## src/rtl/uart_rx_if.sv

```systemverilog
// Byte-output handshake between uart_rx and its consumer.
// The receiver drives data/valid and the error pulses; the consumer drives ready.
interface uart_rx_if;
    logic [7:0] data;
    logic       valid;
    logic       ready;
    logic       frame_err;
    logic       overrun;

    modport master (output data, valid, frame_err, overrun, input ready);
    modport slave  (input data, valid, frame_err, overrun, output ready);
endinterface

```

## src/rtl/uart_rx.sv

```systemverilog
// Oversampling 8N1 UART receiver with a valid/ready byte output.
// Define UART_RX_PARITY_EN to add an even-parity bit between data and stop.
module uart_rx #(
    parameter int CLKS_PER_BIT = 16
) (
    input  logic     clk,
    input  logic     rst_n,
    input  logic     rx,
    uart_rx_if.master bus
);
    localparam int H  = CLKS_PER_BIT / 2;
    localparam int CW = $clog2(CLKS_PER_BIT);
    localparam logic [CW-1:0] HALF_LAST = CW'(H - 1);
    localparam logic [CW-1:0] BIT_LAST  = CW'(CLKS_PER_BIT - 1);

    typedef enum logic [2:0] {
        IDLE,
        START,
        DATA,
`ifdef UART_RX_PARITY_EN
        PARITY,
`endif
        STOP,
        WAIT_IDLE
    } state_t;

    state_t        state, state_n;
    logic          sync1, sync2;
    logic [CW-1:0] cnt, cnt_n;
    logic [3:0]    bit_idx, bit_n;
    logic [7:0]    shreg, sh_n;
    logic [7:0]    data_q, data_n;
    logic          valid_q, valid_n;
    logic          ferr_q, ferr_n;
    logic          ovr_q, ovr_n;
`ifdef UART_RX_PARITY_EN
    logic          par_ok, par_n;
`endif

    always_ff @(posedge clk or negedge rst_n) begin
        if (!rst_n) begin
            sync1   <= 1'b1;
            sync2   <= 1'b1;
            state   <= IDLE;
            cnt     <= '0;
            bit_idx <= '0;
            shreg   <= '0;
            data_q  <= '0;
            valid_q <= 1'b0;
            ferr_q  <= 1'b0;
            ovr_q   <= 1'b0;
`ifdef UART_RX_PARITY_EN
            par_ok  <= 1'b1;
`endif
        end else begin
            sync1   <= rx;
            sync2   <= sync1;
            state   <= state_n;
            cnt     <= cnt_n;
            bit_idx <= bit_n;
            shreg   <= sh_n;
            data_q  <= data_n;
            valid_q <= valid_n;
            ferr_q  <= ferr_n;
            ovr_q   <= ovr_n;
`ifdef UART_RX_PARITY_EN
            par_ok  <= par_n;
`endif
        end
    end

    always_comb begin
        state_n = state;
        cnt_n   = cnt + 1'b1;
        bit_n   = bit_idx;
        sh_n    = shreg;
        data_n  = data_q;
        // Consumption happens every cycle; a byte landing on the same edge reasserts valid below.
        valid_n = valid_q && !bus.ready;
        ferr_n  = 1'b0;
        ovr_n   = 1'b0;
`ifdef UART_RX_PARITY_EN
        par_n   = par_ok;
`endif
        case (state)
            IDLE: begin
                cnt_n = '0;
                if (!sync2) begin
                    state_n = START;
                    bit_n   = '0;
                end
            end
            START: begin
                if (cnt == HALF_LAST) begin
                    cnt_n   = '0;
                    bit_n   = '0;
                    state_n = sync2 ? IDLE : DATA;
                end
            end
            DATA: begin
                if (cnt == BIT_LAST) begin
                    cnt_n = '0;
                    sh_n  = {sync2, shreg[7:1]};
                    bit_n = bit_idx + 4'd1;
                    if (bit_idx == 4'd7) begin
`ifdef UART_RX_PARITY_EN
                        state_n = PARITY;
`else
                        state_n = STOP;
`endif
                    end
                end
            end
`ifdef UART_RX_PARITY_EN
            PARITY: begin
                if (cnt == BIT_LAST) begin
                    cnt_n   = '0;
                    par_n   = ~(^shreg ^ sync2);
                    state_n = STOP;
                end
            end
`endif
            STOP: begin
                if (cnt == BIT_LAST) begin
                    cnt_n = '0;
                    if (!sync2) begin
                        ferr_n  = 1'b1;
                        state_n = WAIT_IDLE;
`ifdef UART_RX_PARITY_EN
                    end else if (!par_ok) begin
                        ferr_n  = 1'b1;
                        state_n = IDLE;
`endif
                    end else begin
                        state_n = IDLE;
                        if (valid_q && !bus.ready) begin
                            ovr_n = 1'b1;
                        end else begin
                            data_n  = shreg;
                            valid_n = 1'b1;
                        end
                    end
                end
            end
            WAIT_IDLE: begin
                cnt_n = '0;
                if (sync2) state_n = IDLE;
            end
            default: state_n = IDLE;
        endcase
    end

    assign bus.data      = data_q;
    assign bus.valid     = valid_q;
    assign bus.frame_err = ferr_q;
    assign bus.overrun   = ovr_q;
endmodule

```

## src/flat_wrapper.sv

```systemverilog
// flat-port wrapper written by rule: the top's interface ports become plain ports
module uart_rx_flat 
#(
    parameter int CLKS_PER_BIT = 16
)
  (clk, rst_n, rx, bus_data, bus_valid, bus_frame_err, bus_overrun, bus_ready);
  uart_rx_if bus_i ();
  input  logic clk;
  input  logic rst_n;
  input  logic rx;
  output wire logic [$bits(bus_i.data)-1:0] bus_data;
  output wire logic [$bits(bus_i.valid)-1:0] bus_valid;
  output wire logic [$bits(bus_i.frame_err)-1:0] bus_frame_err;
  output wire logic [$bits(bus_i.overrun)-1:0] bus_overrun;
  input wire logic [$bits(bus_i.ready)-1:0] bus_ready;
  assign bus_data = bus_i.data;
  assign bus_valid = bus_i.valid;
  assign bus_frame_err = bus_i.frame_err;
  assign bus_overrun = bus_i.overrun;
  assign bus_i.ready = bus_ready;
  uart_rx #(.CLKS_PER_BIT(CLKS_PER_BIT)) u_core (.clk(clk), .rst_n(rst_n), .rx(rx), .bus(bus_i));
endmodule
```

## config.mk

```make
export PLATFORM = sky130hd
export DESIGN_NAME = uart_rx_flat
export DESIGN_NICKNAME = d
export VERILOG_FILES = /design/src/rtl/uart_rx_if.sv /design/src/rtl/uart_rx.sv /design/src/flat_wrapper.sv
export SDC_FILE = /design/constraint.sdc
export NUM_CORES = 1
export LEC_CHECK = 0
export ABC_AREA = 1
export BUFFER_PORTS_ARGS = -buffer_cell sky130_fd_sc_hd__buf_2
export CORE_UTILIZATION = 60
export DETAILED_ROUTE_END_ITERATION = 8
export PLACE_DENSITY = 0.78
export REMOVE_ABC_BUFFERS = 1
export SETUP_SLACK_MARGIN = 0.15
export SLEW_MARGIN = 20
export SYNTH_ARGS = -nofsm -noshare
export SYNTH_HDL_FRONTEND = slang
export SYNTH_SLANG_ARGS = --single-unit
```

## constraint.sdc

```tcl
create_clock -name clk -period 3 [get_ports clk]
set_input_delay 0.45 -clock clk [delete_from_list [all_inputs] [get_ports clk]]
set_output_delay 0.45 -clock clk [all_outputs]
set_load 0.05 [all_outputs]
```

# Word level (Yosys, flattened, before mapping)
# Index checks and enable logic that the tools add are counted.
dict set report word_totals {
  romBits 0
  latchBits 0
  out_inout_bits 11
  n_memories 0
  register_bits 32
  ram_bits 0
  word_cells 62
}
dict set report classes {
  muxes 26
  bitwise_logic 1
  magnitude_cmp 0
  div 0
  add_sub_neg 2
  n_eq_ne 13
  shifts 0
  n_reduce_logical 10
  n_mul 0
}
# op count
set op_table {}
lappend op_table {{4-bit one-hot mux with 3 select lines} 2}
lappend op_table {{3-bit 2-to-1 mux} 7}
lappend op_table {{4-bit 2-to-1 mux} 5}
lappend op_table {{3-bit one-hot mux with 5 select lines} 1}
lappend op_table {{1-bit 2-to-1 mux} 10}
lappend op_table {{2-bit by 1-bit != test with 1-bit output (second input constant)} 5}
lappend op_table {{4-bit by 1-bit adder with 4-bit output (second input constant)} 2}
lappend op_table {{4-bit by 3-bit equality test with 1-bit output (second input constant)} 2}
lappend op_table {{4-bit AND reduction} 2}
lappend op_table {{3-bit by 2-bit equality test with 1-bit output (second input constant)} 2}
lappend op_table {{6-bit AND reduction} 1}
lappend op_table {{4-bit equality test (second input constant)} 1}
lappend op_table {{2-bit OR reduction} 2}
lappend op_table {{3-bit by 1-bit equality test with 1-bit output (second input constant)} 1}
lappend op_table {{3-bit equality test (second input constant)} 1}
lappend op_table {{3-bit logical NOT} 1}
lappend op_table {{3-bit nonzero test} 1}
lappend op_table {{2-bit 2-to-1 mux} 1}
lappend op_table {{2-bit != test (second input constant)} 1}
lappend op_table {{2-bit AND reduction} 1}
lappend op_table {{1-bit logical AND} 1}
lappend op_table {{1-bit logical NOT} 1}
lappend op_table {{1-bit inverter} 1}

# Logic depth before layout (Yosys ltp)
dict set report logic_depth {
  ltp_word 6
  ltp_mapped 8
}

# Least setup slack after synthesis
# Ideal clock, no wire load.
dict set report synth_path {
  path_type {register to register}
  from {reg u_core.cnt[0]}
  to {reg u_core.data_q[5], in the netlist u_core.bus.data[5]}
  path_stages_with_launch 8
  t_required_ns 2.881
  arrival_ns 1.218
  n_path_buf 1
  setup_slack_ns 1.663
  setup_time_ns 0.119
  period_less_slack_ns 1.337
  cell_sequence {dfrtp_1 ha_1 nand2_1 nor2_4 nand4_4 buf_6 nand2_2 o21ai_2}
}
dict set report synth_between {
  elab_chain_len 2
}
# element line_no
set synth_lines {}
lappend synth_lines {{from (decl)} uart_rx.sv:29} ;# logic [CW-1:0] cnt, cnt_n;
lappend synth_lines {{from (signal assigned)} uart_rx.sv:59} ;# cnt <= cnt_n;
lappend synth_lines {{4-bit equality test} uart_rx.sv:124} ;# if (cnt == BIT_LAST) begin
lappend synth_lines {{4-bit AND reduction (no line)} -}
lappend synth_lines {{to (signal assigned)} uart_rx.sv:62} ;# data_q <= data_n;
lappend synth_lines {{to (decl)} uart_rx.sv:32} ;# logic [7:0] data_q, data_n;
# No other way between the ends.
# A chain may end at the register's enable or synchronous reset.

# Worst setup path in the final report
dict set report layout_path {
  from {reg u_core.cnt[0]}
  to {reg u_core.data_q[0], in the netlist u_core.bus.data[0]}
}
# Same word-level chain as after synthesis.

==> impl_metrics.py <==
metrics = {
    "critical_path": {
        "cp_slowest_stage_delay_ns": 0.39,
        "crit_fanout": 16,
        "worst_setup_path_end_kind": "register",
        "crit_path_cell_trace": "ha_1 -> nand2_1 -> nor2_4 -> nand4_4 -> nand2_1 -> o21ai_2",
        "r2r-start": "u_core.cnt[0]",
        "crit_path_frequent_cell": "nand2_1",
        "startpoint_type": "register",
        "r2r_slack_ns": 1.44,
        "reg2reg_depth": 6,
        "worst_r2r_endpoint": "u_core.bus.data[0]",
        "path_class": "register to register",
        "cp.required_ns": 3.22,
        "crit_slowest_cell": "dfrtp_1",
        "arrival_ns": 1.78,
    },
    "grt": {
        "grt_pass1_vias": 1094,
        "grt_use_met3_pct": 9.06,
        "grt_antenna_before_repair": 0,
        "grt_overflow": 0,
        "grt.met2_usage_pct": 40.9,
        "top_usage_layer": "met2",
        "grt_max_degree": 33,
        "grt.met1_usage_pct": 27.6,
        "grt_pass1_wl_mm": 4.57,
        "track_usage_pct": 24.7,
    },
    "synth": {
        "ys.flop_type": "dfrtp_1",
        "yosysMostFrequentCell": "nand2_1",
        "ys_ff_latch": 32,
        "netlist_instances": 156,
        "yosys.area.top_type": "dfrtp_1",
        "synth_area_sq_um": 1480,
        "synth-edff-count": 0,
        "ys_types": 24,
        "synth_top_area_share_pct": 50.8,
        "syn_area_per_cell_sq_um": 9.46,
        "synth_commonest_cells": "nand2_1 (38), dfrtp_1 (30), inv_1 (19), nor2_1 (16), o21ai_2 (9)",
        "ys_seq_area_share_pct": 54.4,
        "yosysWarnings": 0,
        "synth_area_leaders": "dfrtp_1 (51%), nand2_1 (9.7%), o21ai_2 (5.3%)",
        "ys_async_sr_fraction_pct": 100,
    },
    "detailed_routing": {
        "dr.pass1.iters": 5,
        "vias_per_cell": 5.25,
        "wl_per_cell_um": 12.7,
        "ant_nets": 0,
        "drc": 0,
        "wl_mm": 2.59,
        "vias": 1072,
        "drt_iter0_markers": 15,
    },
    "outcome": {
        "outcome": "completed",
    },
    "sta": {
        "post-route-period-util_pct": 52.1,
        "timing.hold.ws_ns": 0.150,
        "setup_viol": 0,
        "slew_violations": 0,
        "finClkSkew_ns": 0.00886,
        "fin_tns_setup_ns": 0,
        "rsz0062_at_grt": "false",
        "relSlewSlack_pct": 53.9,
        "finalCriticalPeriod_ns": 1.56,
        "fmax_mhz": 640,
        "max_slew.worst_pin.slew_ns": 0.691,
        "hold_viol_final": 0,
    },
    "finish": {
        "n_fill_cell": 191,
        "postLayoutCoreUtil_pct": 71.1,
        "area_delta_synth_final_pct": 9.58,
        "nNetsFinal": 181,
        "drive_gt1_share_pct": 25.6,
        "antenna_cells": 0,
    },
    "placement": {
        "port_buffers": 14,
        "detailed_place_hpwl_mm": 1.84,
        "gp_congestion": 0.881,
    },
    "clock_network": {
        "cts_hold_buf": 0,
        "cts-root-buf": "clkbuf_4",
        "clockBufferDepth": 2,
        "clk-insertion-delay-late_ns": 0.33,
        "cts_max_level": 2,
        "cts_tree": "done",
        "cts_buffers": 5,
        "clkSlewWorstSetupHoldPaths_ns": 0.10,
        "clock_sinks": 32,
        "postCtsSetupBuffers": 0,
        "cts_resized": 0,
    },
    "worst_hold_path": {
        "hp-class": "input pin to asynchronous set/reset pin",
    },
    "power": {
        "leakage_nw": 0.798,
        "switching_share_pct": 35.5,
        "power_frac_comb_pct": 25.7,
        "p_switching_w": 0.000371,
        "powerDensity_nw_per_um2": 646,
        "seqPwrFrac_pct": 50.0,
        "p_int_w": 0.000675,
        "peakVddDrop_mv": 0.422,
        "clkPwrFrac_pct": 24.4,
    },
    "floorplanning": {
        "die_area_sq_um": 2660,
        "die_w_um": 51.6,
        "die_h_um": 51.6,
        "rows": 17,
        "core_area_sq_um": 2280,
        "start_util_pct": 64.9,
        "io_pins": 15,
    },
    "run": {
        "maxCapViolCount": 0,
    },
}
layout make-up:
type | instances | area [sq um] | share of cell area (%)
timing repair buffer | 14 | 70.1 | 4.33
multi-input combinational | 101 | 572 | 35.3
inverter | 21 | 78.8 | 4.87
tap | 28 | 35.0 | 2.17
clock buffer | 8 | 58.8 | 3.63
sequential | 32 | 803 | 49.7
critical path: cells and delay by family, from the launching register on:
kind | cells | cell delay, ns
DFF | 1 | 0.39
AOI/OAI and AO/OA | 1 | 0.06
adders and majority gates | 1 | 0.23
and+or+nand+nor | 4 | 0.76
sequential cells by signal, summed over array words and instances, names as in the netlist:
signal	count
u_core.bit_idx	4
u_core.bus.data	8
u_core.bus.frame_err	1
u_core.bus.overrun	1
u_core.bus.valid	1
u_core.cnt	4
u_core.shreg	8
u_core.state	3
u_core.sync1	1
u_core.sync2	1
metrics by stage:
stage / std cells / power [W] / setup slack, ns / instance area [sq um]
2_1_floorplan: 154 / 0.000728 / 1.64 / 1450
3_3_place_gp: 196 / 0.000775 / 1.56 / 1560
3_5_place_dp: 196 / 0.000794 / 1.46 / 1560
4_1_cts: 204 / 0.00105 / 1.43 / 1620
5_1_grt: 204 / 0.00111 / 1.29 / 1620
6_report: 204 / 0.00105 / 1.44 / 1620
power by group through the flow:
| stage | registers, W | logic (W) | clock network [W] |
|---|---|---|---|
| after floorplan | 0.000518 | 0.000210 | 0 |
| after global placement | 0.000526 | 0.000249 | 0 |
| after detailed placement | 0.000529 | 0.000265 | 0 |
| after CTS | 0.000521 | 0.000267 | 0.000263 |
| after global routing | 0.000528 | 0.000299 | 0.000282 |
| final | 0.000522 | 0.000269 | 0.000255 |
cells by family after synthesis:
logic type / Yosys count / share of synthesized area [%]
AND/OR/NAND/NOR: 76 / 25.8
flip-flops: 32 / 54.4
buffers and inverters: 23 / 6.86
AO/OA/AOI/OAI: 20 / 9.41
XOR/XNOR: 3 / 1.78
adder cells (fa/ha/maj): 2 / 1.69
worst max-delay path by stage:
stage,start,end,slack (ns),depth (start not counted)
2_1_floorplan,u_core.cnt[0],u_core.bus.data[0],1.64,6
4_1_cts,u_core.cnt[0],u_core.bus.data[0],1.43,6
6_report,u_core.cnt[0],u_core.bus.data[0],1.44,6
5_1_grt,u_core.cnt[0],u_core.bus.data[4],1.29,6
3_3_place_gp,u_core.cnt[0],u_core.bus.data[1],1.56,6
3_5_place_dp,u_core.cnt[0],u_core.bus.data[0],1.46,6
cell usage in the layout, fill, tap and decap left out, types with 2 or more instances in the layout:
master	Yosys	routed
dfstp_2	2	2
nand2_2	3	3
o21ai_0	8	8
nand3_1	7	7
inv_1	19	19
xor2_1	2	2
nand2_1	38	38
nor2_2	3	3
dfrtp_1	30	30
nor2_4	2	2
nand3_4	2	2
nor2_1	16	16
ha_1	2	2
clkbuf_4	0	5
o21ai_2	9	9
clkbuf_1	0	2
inv_2	2	2
buf_2	0	14
nand4_1	2	2
metal layers:
layer	part of all wire [%]	vias up
li1	-	531
met3	4.1	6
met4	2.0	0
met5	0	-
met1	43	510
met2	51	25
Power figures use the tool's default switching activity.
